**config.mk**
```make
export PLATFORM = sky130hd
export DESIGN_NAME = vehicle_demand_detector
export DESIGN_NICKNAME = d
export VERILOG_FILES = /design/src/rtl/traffic_pkg.sv /design/src/rtl/tlc_sync2.sv /design/src/rtl/vehicle_demand_detector.sv
export SDC_FILE = /design/constraint.sdc
export NUM_CORES = 1
export LEC_CHECK = 0
export CORE_MARGIN = 2
export CORE_UTILIZATION = 50
export DETAILED_ROUTE_END_ITERATION = 16
export PLACE_DENSITY = 0.69
export SLEW_MARGIN = 20
export SYNTH_ARGS = -nofsm -noshare
export SYNTH_HDL_FRONTEND = slang
export SYNTH_HIERARCHICAL = 1
export SYNTH_SLANG_ARGS = --single-unit
```
**constraint.sdc**
```tcl
create_clock -name clk -period 3.5 [get_ports clk]
set_input_delay 0.525 -clock clk [delete_from_list [all_inputs] [get_ports clk]]
set_output_delay 0.525 -clock clk [all_outputs]
set_load 0.02 [all_outputs]
```
**src/rtl/traffic_pkg.sv**
```systemverilog
// Shared traffic-light types: light codes seen by the controller and detector state encoding.
// Latency: n/a (types and helpers only).
// Backpressure: n/a.
package traffic_pkg;

    // Country/highway light code as driven by the light controller. Value 3 is illegal
    // and is deliberately kept representable so consumers can treat it as "not GREEN".
    typedef logic [1:0] light_t;

    localparam light_t RED    = 2'd0;
    localparam light_t YELLOW = 2'd1;
    localparam light_t GREEN  = 2'd2;

    // Loop-detector state machine encoding.
    typedef enum logic [2:0] {
        IDLE     = 3'd0,
        QUALIFY  = 3'd1,
        OCCUPIED = 3'd2,
        RELEASE  = 3'd3,
        FAULT    = 3'd4
    } det_state_t;

    // States in which a car is considered physically present (or assumed present on a fault).
    function automatic logic state_has_vehicle(input det_state_t s);
        return (s == OCCUPIED) || (s == RELEASE) || (s == FAULT);
    endfunction

endpackage

```
**src/rtl/tlc_sync2.sv**
```systemverilog
// Two-flop synchroniser for asynchronous level inputs, async active-low clear.
// Latency: 2 clk edges from input capture to output.
// Backpressure: none (free-running level path).
module tlc_sync2 #(
    parameter int WIDTH = 1
) (
    input  logic             i_clk,
    input  logic             i_rst_n,
    input  logic [WIDTH-1:0] i_d,
    output logic [WIDTH-1:0] o_q
);

    logic [WIDTH-1:0] r_meta;
    logic [WIDTH-1:0] r_sync;

    // Metastability-settling pair; nothing else may sample i_d.
    always_ff @(posedge i_clk or negedge i_rst_n) begin
        if (!i_rst_n) begin
            r_meta <= '0;
            r_sync <= '0;
        end else begin
            r_meta <= i_d;
            r_sync <= r_meta;
        end
    end

    assign o_q = r_sync;

endmodule

```
**src/rtl/vehicle_demand_detector.sv**
```systemverilog
// Country-road demand for the light controller: sync + debounce the loop, latch demand until GREEN, fail safe on a stuck loop.
// Latency: loop edge to x change is DEBOUNCE_CYCLES+2 clk edges; cntry==GREEN clears the latch on the next edge.
// Backpressure: none; level-in/level-out. Optional veh_count port under macro VEH_COUNT_EN.
module vehicle_demand_detector
    import traffic_pkg::*;
#(
    parameter int DEBOUNCE_CYCLES = 4,
    parameter int STUCK_CYCLES    = 1024,
    parameter int CNT_W           = 8
) (
    input  logic             clk,
    input  logic             clear,
    input  logic             loop_raw,
    input  light_t           cntry,
`ifdef VEH_COUNT_EN
    output logic [CNT_W-1:0] veh_count,
`endif
    output logic             x,
    output logic             stuck_fault
);

    localparam int DCNT_W = $clog2(DEBOUNCE_CYCLES);
    localparam int OCNT_W = $clog2(STUCK_CYCLES);

    localparam logic [DCNT_W-1:0] DCNT_ONE  = DCNT_W'(1);
    localparam logic [DCNT_W-1:0] DCNT_LAST = DCNT_W'(DEBOUNCE_CYCLES - 1);
    localparam logic [OCNT_W-1:0] OCNT_LAST = OCNT_W'(STUCK_CYCLES - 1);

    // Reject configurations the counters cannot represent correctly.
    generate
        if (DEBOUNCE_CYCLES < 2 || STUCK_CYCLES <= DEBOUNCE_CYCLES || CNT_W < 1) begin : g_bad_params
            $error("vehicle_demand_detector: need DEBOUNCE_CYCLES>=2, STUCK_CYCLES>DEBOUNCE_CYCLES, CNT_W>=1");
        end
    endgenerate

    // clear is expected to be released synchronously upstream; assertion acts immediately.
    logic w_loop_s;

    tlc_sync2 #(
        .WIDTH (1)
    ) u_loop_sync (
        .i_clk   (clk),
        .i_rst_n (clear),
        .i_d     (loop_raw),
        .o_q     (w_loop_s)
    );

    det_state_t        r_state;
    det_state_t        w_state_nxt;
    logic [DCNT_W-1:0] r_dcnt;
    logic [DCNT_W-1:0] w_dcnt_nxt;
    logic [OCNT_W-1:0] r_ocnt;
    logic [OCNT_W-1:0] w_ocnt_nxt;
    logic              w_accept;
    logic              r_demand_latch;

    // State and debounce/occupancy counters.
    always_ff @(posedge clk or negedge clear) begin
        if (!clear) begin
            r_state <= IDLE;
            r_dcnt  <= '0;
            r_ocnt  <= '0;
        end else begin
            r_state <= w_state_nxt;
            r_dcnt  <= w_dcnt_nxt;
            r_ocnt  <= w_ocnt_nxt;
        end
    end

    // Next state: dcnt counts consecutive agreeing samples, ocnt counts steady occupancy.
    // ocnt survives RELEASE->OCCUPIED so a chattering stuck loop still reaches FAULT.
    always_comb begin
        w_state_nxt = r_state;
        w_dcnt_nxt  = r_dcnt;
        w_ocnt_nxt  = r_ocnt;
        w_accept    = 1'b0;
        unique case (r_state)
            IDLE: begin
                if (w_loop_s) begin
                    w_state_nxt = QUALIFY;
                    w_dcnt_nxt  = DCNT_ONE;
                end
            end
            QUALIFY: begin
                if (!w_loop_s) begin
                    w_state_nxt = IDLE;
                    w_dcnt_nxt  = '0;
                end else if (r_dcnt == DCNT_LAST) begin
                    w_state_nxt = OCCUPIED;
                    w_dcnt_nxt  = '0;
                    w_ocnt_nxt  = '0;
                    w_accept    = 1'b1;
                end else begin
                    w_dcnt_nxt  = r_dcnt + DCNT_W'(1);
                end
            end
            OCCUPIED: begin
                if (!w_loop_s) begin
                    w_state_nxt = RELEASE;
                    w_dcnt_nxt  = DCNT_ONE;
                end else if (r_ocnt == OCNT_LAST) begin
                    w_state_nxt = FAULT;
                    w_dcnt_nxt  = '0;
                end else begin
                    w_ocnt_nxt  = r_ocnt + OCNT_W'(1);
                end
            end
            RELEASE: begin
                if (w_loop_s) begin
                    w_state_nxt = OCCUPIED;
                    w_dcnt_nxt  = '0;
                end else if (r_dcnt == DCNT_LAST) begin
                    w_state_nxt = IDLE;
                    w_dcnt_nxt  = '0;
                end else begin
                    w_dcnt_nxt  = r_dcnt + DCNT_W'(1);
                end
            end
            FAULT: begin
                // Leave only after a full debounce window of clear loop.
                if (w_loop_s) begin
                    w_dcnt_nxt  = '0;
                end else if (r_dcnt == DCNT_LAST) begin
                    w_state_nxt = IDLE;
                    w_dcnt_nxt  = '0;
                end else begin
                    w_dcnt_nxt  = r_dcnt + DCNT_W'(1);
                end
            end
            default: begin
                w_state_nxt = IDLE;
                w_dcnt_nxt  = '0;
                w_ocnt_nxt  = '0;
            end
        endcase
    end

    // Demand latch: remembers a car that left before being served; GREEN clears and beats a same-edge set.
    always_ff @(posedge clk or negedge clear) begin
        if (!clear) begin
            r_demand_latch <= 1'b0;
        end else if (cntry == GREEN) begin
            r_demand_latch <= 1'b0;
        end else if (w_accept) begin
            r_demand_latch <= 1'b1;
        end
    end

`ifdef VEH_COUNT_EN
    logic [CNT_W-1:0] r_veh_count;

    // Saturating count of freshly qualified vehicles only.
    always_ff @(posedge clk or negedge clear) begin
        if (!clear) begin
            r_veh_count <= '0;
        end else if (w_accept && (r_veh_count != {CNT_W{1'b1}})) begin
            r_veh_count <= r_veh_count + CNT_W'(1);
        end
    end

    assign veh_count = r_veh_count;
`endif

    // Outputs decode registered state only.
    assign x           = state_has_vehicle(r_state) | r_demand_latch;
    assign stuck_fault = (r_state == FAULT);

endmodule

```
==> results_dict.tcl <==
set metrics [dict create \
    clk_pin_slew_ns 0.11 \
    io_pins 7 \
    ant_nets 0 \
    hpwl_um 1580 \
    reg2reg_slack_ns 1.44 \
    fin_crit_ns 2.63 \
    cellPowerDensity_nw_per_um2 546 \
    drive_above_1_share_pct 10.7 \
    fin_crit_sh_pct 75.1 \
    status "finished clean" \
    drv_slew 0 \
    fin_total_pwr_uw 656 \
    critPathKind "register to primary output" \
    async_flop_share_pct 100 \
    synthCells 116 \
    finalNonFillerCells 149 \
    dp_slack_ns 1.21 \
    multiInputGateArea_um2 598 \
    root_buffer "clkbuf_4" \
    r2r_start "r_dcnt[0]" \
    synth.most_common_cell "dfrtp_1" \
    min_path_type "register to register" \
    grt_max_degree 19 \
    cts_hold_buf 0 \
    cts_buffer_depth 2 \
    rr_worst_depth 5 \
    drv_cap 0 \
    synth.largest_area_cell "dfrtp_1" \
    whs_ns 0.347 \
    tns_ns 0 \
    port_buffers 6 \
    core_um2 2170 \
    grt_pass1_wl_um 3620 \
    yosys_warnings 6 \
    cp.arrival_ns 2.10 \
    ir_worst_vdd_mv 0.275 \
    netlist.area_leader.share_pct 39.9 \
    grt_setup_unrepaired "no" \
    post_cts_buffers 0 \
    die_area_um2 2650 \
    gp_congestion 0.805 \
    worstPathMaxFanout 10 \
    grt_usage_pct 18.3 \
    yosys_register_bits 18 \
    cp_data_required_time_ns 2.97 \
    min_to "u_loop_sync/o_q" \
    relSlewSlack_pct 40.8 \
    antenna_found_initial 0 \
    antennaDiodeCount 0 \
    dp.cells 145 \
    vias 915 \
    drt_iter0_markers 32 \
    cts_tree "done" \
    rr_endpoint "r_ocnt[2]" \
    clock_sinks 18 \
    worst_pin_slew_ns 0.887 \
    die_h_um 51.5 \
    hold_path_depth 0 \
    ys_seq_area_share_pct 39.9 \
    die_x_um 51.5 \
    fin_nets 130 \
    worstHoldStart "u_loop_sync/r_meta" \
    start_util_pct 52.0 \
    synth-edff-count 0 \
    fmax_ghz 0.380 \
    routed_via_density 6.14 \
    drc_errors 0 \
    seq_area_um2 450 \
    synthTopCellsByCount "dfrtp_1 (18), nand2_1 (10), nor2_1 (8)" \
    htree_levels 1 \
    end_kind "primary output" \
    core.rowCount 17 \
    hold_violations 0 \
    dr.pass1.iters 5 \
    final_util_pct 55.4 \
    skew_ns 0.00968 \
    avgRoutedWirePerCell_um 14.4 \
    cts_resized 0 \
    crit_path_start_kind "register" \
    netlist-cell-type-count 44 \
    synth_top_flop_cell "dfrtp_1" \
    grt_pass1_vias 871 \
    synth_area_leaders "dfrtp_1 (40%), clkbuf_8 (3.7%), mux2i_1 (3.5%)" \
    syn_to_final_growth_pct 6.54 \
    final_area_um2 1200 \
    cts_buffers 3 \
    p_leak_nw 0.546 \
    clkLatencyLatePin_ns 0.30 \
    fillers 199 \
    fin_ws_ns 0.871 \
    wl_um 2150 \
    netlist_area_um2 1130 \
    grt_overflow 0 \
    syn-num-nets 124 \
    synth_area_per_cell_um2 9.73 \
    setup_viol 0 \
    place_area_um2 1170 \
]
==> final cells by class <==
cell class              count  share of cell area [%]
multi-input cells          87                    49.7
flip-flops and latches     18                    37.5
repair buffers              6                    4.99
clock buffers               4                    3.02
well taps                  28                    2.91
inverters                   6                    1.87
==> per-layer routing <==
metal,wire length [µm],track usage (%),vias up
li1,-,-,445
met1,972,20.9,448
met2,1050,32.3,18
met3,90,5.46,4
met4,34,6.58,0
met5,0,0,-
==> state kept, by name (all words and copies together) (netlist names) <==
signal	flops
u_loop_sync/r_meta	1
r_state	3
r_ocnt	10
u_loop_sync/o_q	1
r_dcnt	2
r_demand_latch	1
==> worst max-delay path by stage <==
stage                   to  startpoint  slack [ns]  cells past startpoint
4_1_cts        stuck_fault  r_state[2]        0.88                      3
3_3_place_gp   stuck_fault  r_state[2]        1.23                      3
5_1_grt        stuck_fault  r_state[1]        0.81                      3
3_5_place_dp   stuck_fault  r_state[2]        1.21                      3
2_1_floorplan            x  r_state[1]        1.76                      3
6_report       stuck_fault  r_state[2]        0.87                      3
==> power breakdown <==
part / switching [mW] / internal, mW
clock network: 0.0666 / 0.0634
logic: 0.112 / 0.111
registers: 0.0589 / 0.244
==> cells by family (layout without fill, tap and decap cells) <==
kind of cell | Yosys count | after routing | share of synthesized area [%]
compound gates | 27 | 27 | 16.5
xor+xnor | 1 | 1 | 0.776
fa+ha+maj | 3 | 3 | 3.33
buf+inv | 11 | 16 | 7.09
flops | 18 | 18 | 39.9
mux | 6 | 6 | 5.54
simple gates | 50 | 50 | 26.8
==> critical path: stages (launching register included) <==
cell and delay [ns]:
dfrtp_1 0.56, or3b_2 0.54, inv_1 0.10, clkdlybuf4s50_1 0.60
==> placed cells by master, fill, tap and decap left out, drive strengths merged, types with 2 or more instances in the layout <==
cell type      synthesis  routed
nand3                  6       6
nor2                   8       8
nand4                  2       2
ha                     3       3
mux2i                  4       4
or3b                   2       2
and4                   2       2
nor4                   4       4
o31ai                  2       2
and3                   3       3
inv                    6       6
dfrtp                 18      18
clkdlybuf4s50          0       6
a21oi                  6       6
o21ai                  5       5
clkbuf                 3       4
mux2                   2       2
nand2                 10      10
nand2b                 6       6
o22ai                  2       2
(Power assumes the default switching activity.)
